File: src/rtl/flag_pkg.sv
// Shared definitions for the flag register unit: ALU opcode constants,
// update-class enum, flag-vector bit positions and flag-vector width.
// Build option FLAG_OVERFLOW_EN adds the V flag (bit 3), widening the flag
// vector (and each save-stack entry) from 3 to 4 bits.
package flag_pkg;

  localparam logic [5:0] OP_ADD   = 6'b000000;
  localparam logic [5:0] OP_SUB   = 6'b000001;
  localparam logic [5:0] OP_ADDI  = 6'b000010;
  localparam logic [5:0] OP_COMP  = 6'b000011;
  localparam logic [5:0] OP_AND   = 6'b000100;
  localparam logic [5:0] OP_XOR   = 6'b000101;
  localparam logic [5:0] OP_SHIFT = 6'b000110;

  typedef enum logic [1:0] {
    NONE,
    ARITH,
    LOGIC
  } upd_class_e;

  localparam int unsigned FLAG_C = 0;
  localparam int unsigned FLAG_S = 1;
  localparam int unsigned FLAG_Z = 2;
`ifdef FLAG_OVERFLOW_EN
  localparam int unsigned FLAG_V = 3;
  localparam int unsigned FLAG_W = 4;
`else
  localparam int unsigned FLAG_W = 3;
`endif

endpackage

File: src/rtl/flag_stack.sv
// LIFO used to save/restore the flag vector across call/return.
// Ports:
//   clk, rst_n      clock, asynchronous active-low reset
//   push, pop       requests (already gated by stall in the parent)
//   din             flag vector to save
//   dout            entry at pointer-1 (valid whenever not empty)
//   pop_ok          pop accepted this cycle; parent loads dout
//   full, empty     registered occupancy status (pointer 0..DEPTH)
//   err             sticky: push on full or pop on empty
// Simultaneous push and pop cancel each other without raising err.
module flag_stack #(
  parameter int unsigned DEPTH = 4,
  parameter int unsigned W     = 3
) (
  input  logic         clk,
  input  logic         rst_n,
  input  logic         push,
  input  logic         pop,
  input  logic [W-1:0] din,
  output logic [W-1:0] dout,
  output logic         pop_ok,
  output logic         full,
  output logic         empty,
  output logic         err
);

  localparam int unsigned AW = $clog2(DEPTH);
  localparam int unsigned PW = AW + 1;

  logic [W-1:0]  mem [DEPTH];
  logic [PW-1:0] ptr;
  logic [PW-1:0] ptr_nxt;
  logic [AW-1:0] wr_idx;
  logic [AW-1:0] rd_idx;
  logic          push_ok;
  logic          bad;

  always_comb begin
    push_ok = push && !pop && !full;
    pop_ok  = pop && !push && !empty;
    bad     = (push && !pop && full) || (pop && !push && empty);
    ptr_nxt = ptr;
    if (push_ok) begin
      ptr_nxt = ptr + PW'(1);
    end else if (pop_ok) begin
      ptr_nxt = ptr - PW'(1);
    end
    wr_idx = AW'(ptr);
    rd_idx = AW'(ptr - PW'(1));
    dout   = mem[rd_idx];
  end

  always_ff @(posedge clk or negedge rst_n) begin
    if (!rst_n) begin
      ptr   <= '0;
      full  <= 1'b0;
      empty <= 1'b1;
      err   <= 1'b0;
    end else begin
      ptr   <= ptr_nxt;
      full  <= (ptr_nxt == PW'(DEPTH));
      empty <= (ptr_nxt == '0);
      err   <= err || bad;
    end
  end

  // Storage needs no reset: entries are only read after being written.
  always_ff @(posedge clk) begin
    if (push_ok) begin
      mem[wr_idx] <= din;
    end
  end

endmodule

File: src/rtl/flag_register_unit.sv
// Architectural Z/S/C flag register feeding the jump-condition logic.
// Flags latch from a valid, unstalled ALU op one cycle later using a
// per-opcode update class; a flag_stack instance saves/restores flags.
// Ports:
//   clk, rst_n                 clock, asynchronous active-low reset
//   alu_valid/opcode/result/carry  retiring ALU op
//   stall                      freeze: ALU op, push and pop ignored
//   flag_push, flag_pop        save / restore flags
//   zero, sign, carry          architectural flags
//   flags_updated              1-cycle pulse after an accepted ALU update
//   stack_full/empty/err       save-stack status (err sticky)
// Build option FLAG_OVERFLOW_EN adds alu_a_msb, alu_b_msb and overflow.
module flag_register_unit
  import flag_pkg::*;
#(
  parameter int unsigned WIDTH       = 32,
  parameter int unsigned STACK_DEPTH = 4
) (
  input  logic             clk,
  input  logic             rst_n,
  input  logic             alu_valid,
  input  logic [5:0]       alu_opcode,
  input  logic [WIDTH-1:0] alu_result,
  input  logic             alu_carry,
  input  logic             stall,
  input  logic             flag_push,
  input  logic             flag_pop,
  output logic             zero,
  output logic             sign,
  output logic             carry,
  output logic             flags_updated,
  output logic             stack_full,
  output logic             stack_empty,
  output logic             stack_err
`ifdef FLAG_OVERFLOW_EN
  ,
  input  logic             alu_a_msb,
  input  logic             alu_b_msb,
  output logic             overflow
`endif
);

  function automatic upd_class_e decode_class(input logic [5:0] op);
    case (op)
      OP_ADD, OP_SUB, OP_ADDI, OP_COMP: return ARITH;
      OP_AND, OP_XOR, OP_SHIFT:         return LOGIC;
      default:                          return NONE;
    endcase
  endfunction

  upd_class_e        cls;
  logic              accept;
  logic              push_req;
  logic              pop_req;
  logic              pop_ok;
  logic [FLAG_W-1:0] flags;
  logic [FLAG_W-1:0] alu_flags;
  logic [FLAG_W-1:0] flags_nxt;
  logic [FLAG_W-1:0] stack_dout;

  always_comb begin
    cls      = decode_class(alu_opcode);
    accept   = alu_valid && !stall && (cls != NONE);
    push_req = flag_push && !stall;
    pop_req  = flag_pop && !stall;

    alu_flags         = '0;
    alu_flags[FLAG_Z] = (alu_result == '0);
    alu_flags[FLAG_S] = alu_result[WIDTH-1];
    alu_flags[FLAG_C] = (cls == ARITH) && alu_carry;
`ifdef FLAG_OVERFLOW_EN
    if (alu_opcode == OP_ADD || alu_opcode == OP_ADDI) begin
      alu_flags[FLAG_V] = (alu_a_msb == alu_b_msb) && (alu_result[WIDTH-1] != alu_a_msb);
    end else if (alu_opcode == OP_SUB || alu_opcode == OP_COMP) begin
      alu_flags[FLAG_V] = (alu_a_msb != alu_b_msb) && (alu_result[WIDTH-1] != alu_a_msb);
    end
`endif

    // ALU update takes priority over a same-cycle restore.
    flags_nxt = flags;
    if (accept) begin
      flags_nxt = alu_flags;
    end else if (pop_ok) begin
      flags_nxt = stack_dout;
    end
  end

  always_ff @(posedge clk or negedge rst_n) begin
    if (!rst_n) begin
      flags         <= '0;
      flags_updated <= 1'b0;
    end else begin
      flags         <= flags_nxt;
      flags_updated <= accept;
    end
  end

  // Push stores the registered (pre-update) flags.
  flag_stack #(
    .DEPTH (STACK_DEPTH),
    .W     (FLAG_W)
  ) u_stack (
    .clk    (clk),
    .rst_n  (rst_n),
    .push   (push_req),
    .pop    (pop_req),
    .din    (flags),
    .dout   (stack_dout),
    .pop_ok (pop_ok),
    .full   (stack_full),
    .empty  (stack_empty),
    .err    (stack_err)
  );

  assign zero  = flags[FLAG_Z];
  assign sign  = flags[FLAG_S];
  assign carry = flags[FLAG_C];
`ifdef FLAG_OVERFLOW_EN
  assign overflow = flags[FLAG_V];
`endif

endmodule

File: config.mk
export PLATFORM = sky130hd
export DESIGN_NAME = flag_register_unit
export DESIGN_NICKNAME = d
export VERILOG_FILES = /design/src/rtl/flag_pkg.sv /design/src/rtl/flag_stack.sv /design/src/rtl/flag_register_unit.sv
export SDC_FILE = /design/constraint.sdc
export NUM_CORES = 1
export LEC_CHECK = 0
export ABC_CLOCK_PERIOD_IN_PS = 2100
export BUFFER_PORTS_ARGS = -buffer_cell sky130_fd_sc_hd__buf_2
export CAP_MARGIN = 25
export CELL_PAD_IN_SITES_DETAIL_PLACEMENT = 2
export CELL_PAD_IN_SITES_GLOBAL_PLACEMENT = 2
export CORE_ASPECT_RATIO = 0.9
export CORE_MARGIN = 2
export CORE_UTILIZATION = 29
export CTS_BUF_LIST = sky130_fd_sc_hd__clkbuf_16
export CTS_CLUSTER_DIAMETER = 120
export DETAILED_ROUTE_END_ITERATION = 8
export GPL_ROUTABILITY_DRIVEN = 0
export GPL_TIMING_DRIVEN = 1
export PLACE_DENSITY_LB_ADDON = 0.08
export SLEW_MARGIN = 25
export SYNTH_ARGS = -nofsm -noshare
export SYNTH_HDL_FRONTEND = slang
export SYNTH_HIERARCHICAL = 1
export SYNTH_SLANG_ARGS = --single-unit
File: constraint.sdc
create_clock -name clk -period 2.1 [get_ports clk]
set_input_delay 0.105 -clock clk [delete_from_list [all_inputs] [get_ports clk]]
set_output_delay 0.105 -clock clk [all_outputs]
set_load 0.05 [all_outputs]
### Yosys cells after proc, flatten, opt, wreduce, memory -nomap -nowiden

Memories as Yosys holds them, arrays and structs flattened.
Index checks and enable logic that the tools add are counted.

* add/sub/neg operators: 2
* multipliers: 0
* div/mod/pow operators: 0
* $lt $le $gt $ge: 0
* equality and inequality tests: 8
* shifts and indexed selects: 0
* multiplexer cells: 7
* bitwise logic cells: 0
* reduce and logical (&&, ||, !) cells: 25

Operator list (count)
* $logic_not 32->1: 1
* $eq 6x3->1 const B: 3
* $eq 6x2->1 const B: 2
* $mux 3: 4
* $logic_and 1x1->1: 11
* $eq 6x1->1 const B: 1
* $logic_not 6->1: 1
* $logic_not 1->1: 5
* $pmux 2 s2: 1
* $reduce_bool 2->1: 2
* $reduce_or 4->1: 1
* $add 3x1->3 const B: 1
* $eq 3x3->1 const B: 1
* $logic_not 3->1: 1
* $reduce_or 3->1: 1
* $sub 3x1->3 const B: 1
* $eq 2x1->1 const B: 1
* $logic_or 1x1->1: 2
* $mux 1: 2

* flip-flop bits (word level): 10
* latch bits: 0
* memory bits (writable): 12
* memory bits (read-only): 0
* output and inout port bits: 7
* memories kept: 1

Memory list
* u_stack.mem: depth 4, bits a word 3, rd ports 1, clocked after memory_dff 0, wr ports 1, RTL line flag_stack.sv:30 `logic [W-1:0] mem [DEPTH];`

### Depth between registers and ports, before layout

Gate-level depths: netlist of run 1.

* depth in word-level cells: 8
* mapped depth: 7
* depth with buffers taken out: 6

### Modules after synthesis

Netlist of run 1, hierarchy kept.

Modules (own cells, without submodules)
* flag_stack: times used 1, cells an instance 51, area each 839.6 µm²
* flag_register_unit: times used 1, cells an instance 28, area each 299.0 µm²

### Least setup slack after synthesis of run 1

No wires, ideal clock.

* path kind: register to register
* from: register u_stack.ptr[0]
* to: register flags[1]
* data arrival time: 1.717 ns
* required time: 1.975 ns
* path slack: 0.258 ns
* cell stages (with the launch flop): 7
* path buffers: 1
* path through: dfrtp_1 buf_6 inv_1 ha_1 mux4_2 mux2_1 mux2_4

* cells in the longest elaborated chain, start to end: 4

RTL lines
* start: declaration: RTL line flag_stack.sv:31 `logic [PW-1:0] ptr;`
* start signal: assignment: RTL line flag_stack.sv:60 `ptr <= ptr_nxt;`
* $sub 3x1->3
* $mem_v2 4x3
* via stack_dout[1]: RTL line flag_register_unit.sv:59 `logic [FLAG_W-1:0] stack_dout;`
* $mux 3: RTL line flag_register_unit.sv:83 `end else if (pop_ok) begin`
* $mux 3: RTL line flag_register_unit.sv:81 `if (accept) begin`
* end signal: assignment: RTL line flag_register_unit.sv:93 `flags <= flags_nxt;`
* end: declaration: RTL line flag_register_unit.sv:56 `logic [FLAG_W-1:0] flags;`

The timed path passes the listed nets, and every way through them passes these cells. The select of a mux whose other input is x is not followed.
A chain may end at the register's enable or synchronous reset.

### Final worst setup path of run 1

* from: register u_stack.ptr[1]
* to: register flags[1]

The elaborated chain is that of the path after synthesis.

==> reports/metrics.cfg, run 1 <==
[placement]
dp_hpwl_mm = 2.57
dpl_worst_slack_ns = 0.200
io_buffer_count = 51

[layout]
layout.nets = 186
drive_gt1_share_pct = 54.4
num_antenna_cells = 0
num-fill-cells = 401
synthToLayoutAreaGrowth_pct = 35.6

[yosys]
yosysTopAreaCellShare_pct = 31.6
synth_cell_type_count = 32
ys_warn_count = 6
synthArstFlopShare_pct = 45.5
avgSynthCellArea_um2 = 14.4
synth_most_common_cell = edfxtp_1
synth_seq_cells = 22
ys.flop_type = edfxtp_1
ys_top_cells_by_area = edfxtp_1 (32%), dfrtp_1 (20%), mux4_2 (5.9%)
synth_edf_count = 12
syn-instance-count = 79
synth_area_leader_cell = edfxtp_1
synth.cell_area_um2 = 1140
yosysSeqAreaShare_pct = 53.7
synth_common_cells = edfxtp_1 (12), dfrtp_1 (9), nor4_1 (8)
syn_nets = 128

[power]
p_leak_uw = 0.000686
ir_drop_v = 0.000368
power.density_nw_per_um2 = 1260

[worst_setup_path]
endpoint_kind = flop
critical_path.slowest_cell = dfrtp_1
path_buf_inv = 1
arrival_ns = 2.05
reg2regPathDepth = 5
path_class = flop to flop
worst_setup_path_start_kind = flop
rrSetupSlack_ns = 0.19
reg2reg_to = flags[1]$_DFFE_PN0P_
path_max_fanout = 5
cp.depth = 5
path_cells = inv_1, ha_1, mux4_2, mux2_1, mux2_4
crit_start = u_stack/ptr[1]$_DFF_PN0_
crit_family = multiplexers
reg2reg_from = u_stack/ptr[1]$_DFF_PN0_
endpoint = flags[1]$_DFFE_PN0P_
max_stage_delay_ns = 0.40
crit_required_ns = 2.24

[floorplan]
initial_core_util_pct = 30.5
core_um2 = 3730
rows = 21
die_area_um2 = 4440
die_h_um = 63.4
ios = 52
chipWidth_um = 70.1

[timing]
slew_headroom_pct = 74.1
setup_violations = 0
final-max-slew-violation-count = 0
worst_slew_pin_slew_ns = 0.387
rsz0062_at_grt = no
fin_crit_sh_pct = 91.1
fin_tns_setup_ns = 0
hold_viol = 0
final.min_clock_period_ns = 1.91
setup_ws_ns = 0.187
finalClockSkew_ns = 0.00171
fmax_mhz = 523

[route]
route.detailed.drc = 0
avgViaCountPerCell = 4.84
drt_iter0_drc = 42
vias = 880
antenna_left = 0
drt_pass1_iterations = 4
drt_wl_total_mm = 3.12
wire_per_inst_um = 17.2

[clocking]
cts_setup_buffers = 0
cts_resized = 0
cts.clk_slew.worst_paths_ns = 0.06
clock_tree.root_cell = clkbuf_16
cts_tree = yes
cts_sinks = 22
clock_latency_ns = 0.25
postCtsHoldBufs = 1
htree_levels = 1
clk_path_buf_depth = 2
numCtsBuffers = 3

[run]
cap_viol_max_count = 0

[worst_hold_path]
min_from = alu_carry
hp-class = primary input to flop

[grt]
grt_use_total_pct = 15.9
overflow = 0
first_global_vias = 1048
grt_pass1_wl_mm = 5.26
grt_max_degree = 13
antenna_found_initial = 0

[run_status]
outcome = completed

==> power breakdown <==
group / total, µW / switching [µW] / internal, µW
clock network: 406 / 151 / 254
registers: 717 / 111 / 606
logic: 830 / 482 / 347
total: 1950 / 745 / 1210
==> routing by layer <==
layer  track usage (%)  part of all wire [%]
met1              21.6                    47
met5                 0                     0
met3              5.92                   6.3
met4              4.33                   1.1
met2              23.8                    46
==> worst min-delay path by stage <==
stage | to | cells after the start | slack (ns)
final | flags[0]$_DFFE_PN0P_ | 3 | 0.10
after global routing | flags[1]$_DFFE_PN0P_ | 2 | 0.11
after CTS | flags[0]$_DFFE_PN0P_ | 3 | 0.10
after detailed placement | u_stack/err$_DFF_PN0_ | 1 | -0.003
after global placement | u_stack/err$_DFF_PN0_ | 1 | -0.02
after floorplan | flags[0]$_DFFE_PN0P_ | 0 | -0.19
==> layout make-up <==
class,instances,area [µm²],share of cell area [%]
clock buffer,3,75.1,4.86
clock inverter,1,3.75,0.243
inverter,4,15.0,0.972
multi-input combinational,52,500,32.4
sequential,22,612,39.6
tap,46,57.6,3.73
timing repair buffer,54,280,18.2
==> sequential cells by signal, indices dropped and copies added (netlist names) <==
register and flops:
u_stack/full 1, flags 3, u_stack/empty 1, flags_updated 1
u_stack/err 1, u_stack/mem 12, u_stack/ptr 3
==> placed cells by master, fill, tap and decap left out, types with 2 or more instances in the layout <==
master and n:
a21o_2 2, buf_2 51, ha_1 4, xnor2_2 2
inv_1 4, buf_4 2, edfxtp_1 12, nand4_1 2
and2_1 4, mux2i_1 3, clkbuf_16 3, nor3_1 3
dfrtp_1 9, mux4_2 3, nor4_1 8, and2b_2 2
nor3b_2 3
==> kinds of logic after synthesis <==
family | synth area share, %
AOI/OAI and AO/OA | 6.37
and+or+nand+nor | 19.5
xor gates and xnor gates | 2.86
adders and majority gates | 4.40
muxes | 10.9
buffers and inverters | 2.31
DFF | 53.7
==> per-stage QoR <==
stage	total power [µW]	instance area, µm²	utilization [%]	cells	hold slack (ns)
floorplan	1320	1140	-	79	-0.191
global placement	1520	1460	39.0	177	-0.0155
CTS	1980	1540	41.4	182	0.101
finish	1950	1540	41.4	182	0.100
global route	2070	1540	41.4	182	0.113
detailed placement	1560	1460	39.0	177	-0.00288
==> tightest hold or removal path: cells and delay by family <==
family | cells | cell delay (ns)
buffers and inverters | 1 | 0.10
AND/OR/NAND/NOR | 1 | 0.06
multiplexers | 1 | 0.06
Note: power is estimated with default switching activity, not from simulation.
==> inputs of run 2 (changes only) <==
- CORE_UTILIZATION: 29 -> 27
- SYNTH_HIERARCHICAL: 1 -> default
==> run 2 against run 1 <==
Compared with the run above:
- critical endpoint is now u_stack.full$_DFF_PN0_
- largest cell class unchanged
- die area rose by 2.9%
- power fell by 1.9%
- clock power is 31% higher
- critical path type unchanged
- wire length fell by 7.3%
==> reports/metrics.cfg, run 2 <==
[clocking]
clock_tree.root_cell = clkbuf_16  ; unchanged
clock_latency_ns = 0.25  ; about the same
cts_tree = yes  ; unchanged
numCtsBuffers = 3  ; unchanged
htree_levels = 1  ; unchanged
cts_sinks = 22  ; unchanged
cts.clk_slew.worst_paths_ns = 0.06  ; about the same
cts_setup_buffers = 0  ; unchanged
clk_path_buf_depth = 2  ; unchanged

[floorplan]
die_h_um = 64.3  ; was 63.4 µm
ios = 52  ; unchanged
core_um2 = 3810  ; was 3730 µm²
rows = 21  ; unchanged
initial_core_util_pct = 28.7  ; was 30.5%
die_area_um2 = 4570  ; was 4440 µm²
chipWidth_um = 71.0  ; was 70.1 µm

[worst_setup_path]
arrival_ns = 1.82  ; was 2.05 ns
path_max_fanout = 6  ; was 5
worst_setup_path_start_kind = flop  ; unchanged
cp.depth = 5  ; unchanged
reg2regPathDepth = 5  ; unchanged
crit_required_ns = 2.24  ; about the same
path_buf_inv = 1  ; unchanged
endpoint = u_stack.full$_DFF_PN0_  ; was flags[1]$_DFFE_PN0P_
crit_start = u_stack.ptr[1]$_DFF_PN0_  ; was u_stack/ptr[1]$_DFF_PN0_
reg2reg_from = u_stack.ptr[1]$_DFF_PN0_  ; was u_stack/ptr[1]$_DFF_PN0_
critical_path.slowest_cell = dfrtp_1  ; unchanged
path_cells = inv_1, ha_1, mux2_1, a21oi_1, nor2b_1  ; was inv_1, ha_1, mux4_2, mux2_1, mux2_4
rrSetupSlack_ns = 0.42  ; was 0.19 ns
path_class = flop to flop  ; unchanged
reg2reg_to = u_stack.full$_DFF_PN0_  ; was flags[1]$_DFFE_PN0P_
endpoint_kind = flop  ; unchanged
crit_family = flip-flops  ; was multiplexers
max_stage_delay_ns = 0.43  ; was 0.40 ns

[power]
power.density_nw_per_um2 = 1260  ; about the same
ir_drop_v = 0.000430  ; was 0.000368 V
p_leak_uw = 0.000674  ; was 0.000686 µW

[timing]
worst_slew_pin_slew_ns = 0.533  ; was 0.387 ns
rsz0062_at_grt = no  ; unchanged
final-max-slew-violation-count = 0  ; unchanged
fin_crit_sh_pct = 80.1  ; was 91.1%
fmax_mhz = 594  ; was 523 MHz
setup_violations = 0  ; unchanged
final.min_clock_period_ns = 1.68  ; was 1.91 ns
finalClockSkew_ns = 0.00202  ; was 0.00171 ns
hold_viol = 0  ; unchanged
fin_tns_setup_ns = 0  ; unchanged
slew_headroom_pct = 64.3  ; was 74.1%

[route]
drt_wl_total_mm = 2.90  ; was 3.12 mm
route.detailed.drc = 0  ; unchanged
antenna_left = 0  ; unchanged
avgViaCountPerCell = 4.87  ; was 4.84
drt_iter0_drc = 12  ; was 42
vias = 911  ; was 880
wire_per_inst_um = 15.5  ; was 17.2 µm
drt_pass1_iterations = 4  ; unchanged

[grt]
grt_use_total_pct = 13.8  ; was 15.9%
grt_pass1_wl_mm = 4.73  ; was 5.26 mm
grt_max_degree = 14  ; was 13
antenna_found_initial = 0  ; unchanged
first_global_vias = 915  ; was 1,048
overflow = 0  ; unchanged

[run]
cap_viol_max_count = 0  ; unchanged

[yosys]
avgSynthCellArea_um2 = 12.9  ; was 14.4 µm²
synth_edf_count = 12  ; unchanged
synth_cell_type_count = 26  ; was 32
yosysSeqAreaShare_pct = 56.0  ; was 53.7%
yosysTopAreaCellShare_pct = 33.0  ; was 31.6%
syn-instance-count = 85  ; was 79
ys_warn_count = 0  ; was 6
synthArstFlopShare_pct = 45.5  ; unchanged
ys_top_cells_by_area = edfxtp_1 (33%), dfrtp_1 (21%), mux4_2 (6.2%)  ; was edfxtp_1 (32%), dfrtp_1 (20%), mux4_2 (5.9%)
synth_area_leader_cell = edfxtp_1  ; unchanged
synth_common_cells = edfxtp_1 (12), dfrtp_1 (9), nor4_1 (9)  ; was edfxtp_1 (12), dfrtp_1 (9), nor4_1 (8)
synth_most_common_cell = edfxtp_1  ; unchanged
ys.flop_type = edfxtp_1  ; unchanged
synth_seq_cells = 22  ; unchanged
syn_nets = 134  ; was 128
synth.cell_area_um2 = 1090  ; was 1140 µm²

[layout]
layout_commonest_cell = buf_2  ; unchanged
final_util_pct = 40.0  ; was 41.4%
layout_common_cells = buf_2 (51), edfxtp_1 (12), nor4_1 (9), dfrtp_1 (9), nor2_1 (7)  ; was buf_2 (51), edfxtp_1 (12), dfrtp_1 (9)
drive_gt1_share_pct = 45.4  ; was 54.4%
top_register = u_stack.mem  ; was u_stack/mem
multi_input_area_um2 = 460  ; was 500 µm²
largest_registers = u_stack.mem (12), flags (3), u_stack.ptr (3)  ; was u_stack/mem (12), flags (3), u_stack/ptr (3)
register_area_um2 = 612  ; unchanged
synthToLayoutAreaGrowth_pct = 39.4  ; was 35.6%
num_antenna_cells = 0  ; unchanged
num-fill-cells = 418  ; was 401
largest_reg_flops = 12  ; unchanged
layout.nets = 191  ; was 186

[placement]
dp_hpwl_mm = 2.42  ; was 2.57 mm
io_buffer_count = 51  ; unchanged

[worst_hold_path]
hp-class = primary input to flop  ; unchanged
min_from = alu_result[31]  ; was alu_carry
min_delay_path_depth = 3  ; unchanged

[run_status]
outcome = completed  ; unchanged

-- run 2: cell types whose count changed in the layout (fill, tap and decap cells not counted), sizes merged, moves of 3 or more --
cell | previous run | this run
mux2i | 3 | 0
nor2 | 1 | 7
nand2 | 1 | 6
a21oi | 0 | 5
nor3b | 4 | 0
nor3 | 3 | 0
-- run 2: power breakdown --
part           leakage, µW  switching, µW  internal, µW
logic             0.000394            421           272
registers         0.000229           99.3           593
clock network    0.0000511            151           378
total             0.000674            672          1240
-- run 2: layout make-up --
| class | count | share of cell area, % |
|---|---|---|
| sequential | 22 | 40.2 |
| multi-input combinational | 58 | 30.2 |
| timing repair buffer | 53 | 17.9 |
| clock buffer | 3 | 4.93 |
| tap | 46 | 3.78 |
| clock inverter | 1 | 1.97 |
| inverter | 4 | 0.986 |
-- run 2: worst min-delay path by stage --
stage                                       end  slack, ns
after global routing       flags[1]$_DFFE_PN0P_       0.18
after detailed placement  u_stack.err$_DFF_PN0_     -0.009
after global placement    u_stack.err$_DFF_PN0_      -0.02
after CTS                  flags[1]$_DFFE_PN0P_       0.18
after floorplan            flags[0]$_DFFE_PN0P_      -0.19
final                      flags[1]$_DFFE_PN0P_       0.17
-- run 2: per-stage QoR --
stage / instances / instance area, µm² / power, µW / hold slack [ns] / setup WS [ns]
6_report: 187 / 1520 / 1920 / 0.174 / 0.418
5_1_grt: 187 / 1520 / 2050 / 0.182 / 0.283
4_1_cts: 187 / 1520 / 1960 / 0.182 / 0.414
3_5_place_dp: 182 / 1410 / 1410 / -0.00892 / 0.420
3_3_place_gp: 182 / 1410 / 1390 / -0.0150 / 0.518
2_1_floorplan: 85 / 1090 / 1190 / -0.191 / 0.443
-- run 2: what timing repair did --
| item | CTS | global route |
|---|---|---|
| gates resized for setup | 0 | 0 |
| endpoints found under the hold margin | 10 | 0 |
| hold buffers | 1 | 0 |
-- run 2: worst register-to-register path, cell delays in order, from the launching register on --
cell     delay [ns]
dfrtp_1        0.43
inv_1          0.10
ha_1           0.40
mux2_1         0.35
a21oi_1        0.21
nor2b_1        0.07
-- run 2: kinds of logic after synthesis --
group           after synthesis  synth area share, %
mux                           4                 7.22
compound gates               10                 5.73
fa+ha+maj                     4                 4.58
xor+xnor                      2                 2.29
flops                        22                 56.0
simple gates                 38                 22.3
buf+inv                       5                 1.83
-- run 2: per-layer routing --
metal	track usage, %	vias up	part of all wire (%)	wire [µm]
met3	4.57	5	8.4	244
met5	0	-	0	0
li1	-	434	-	-
met4	4.95	0	1.4	40
met1	18.2	438	45	1310
met2	21.0	34	45	1300
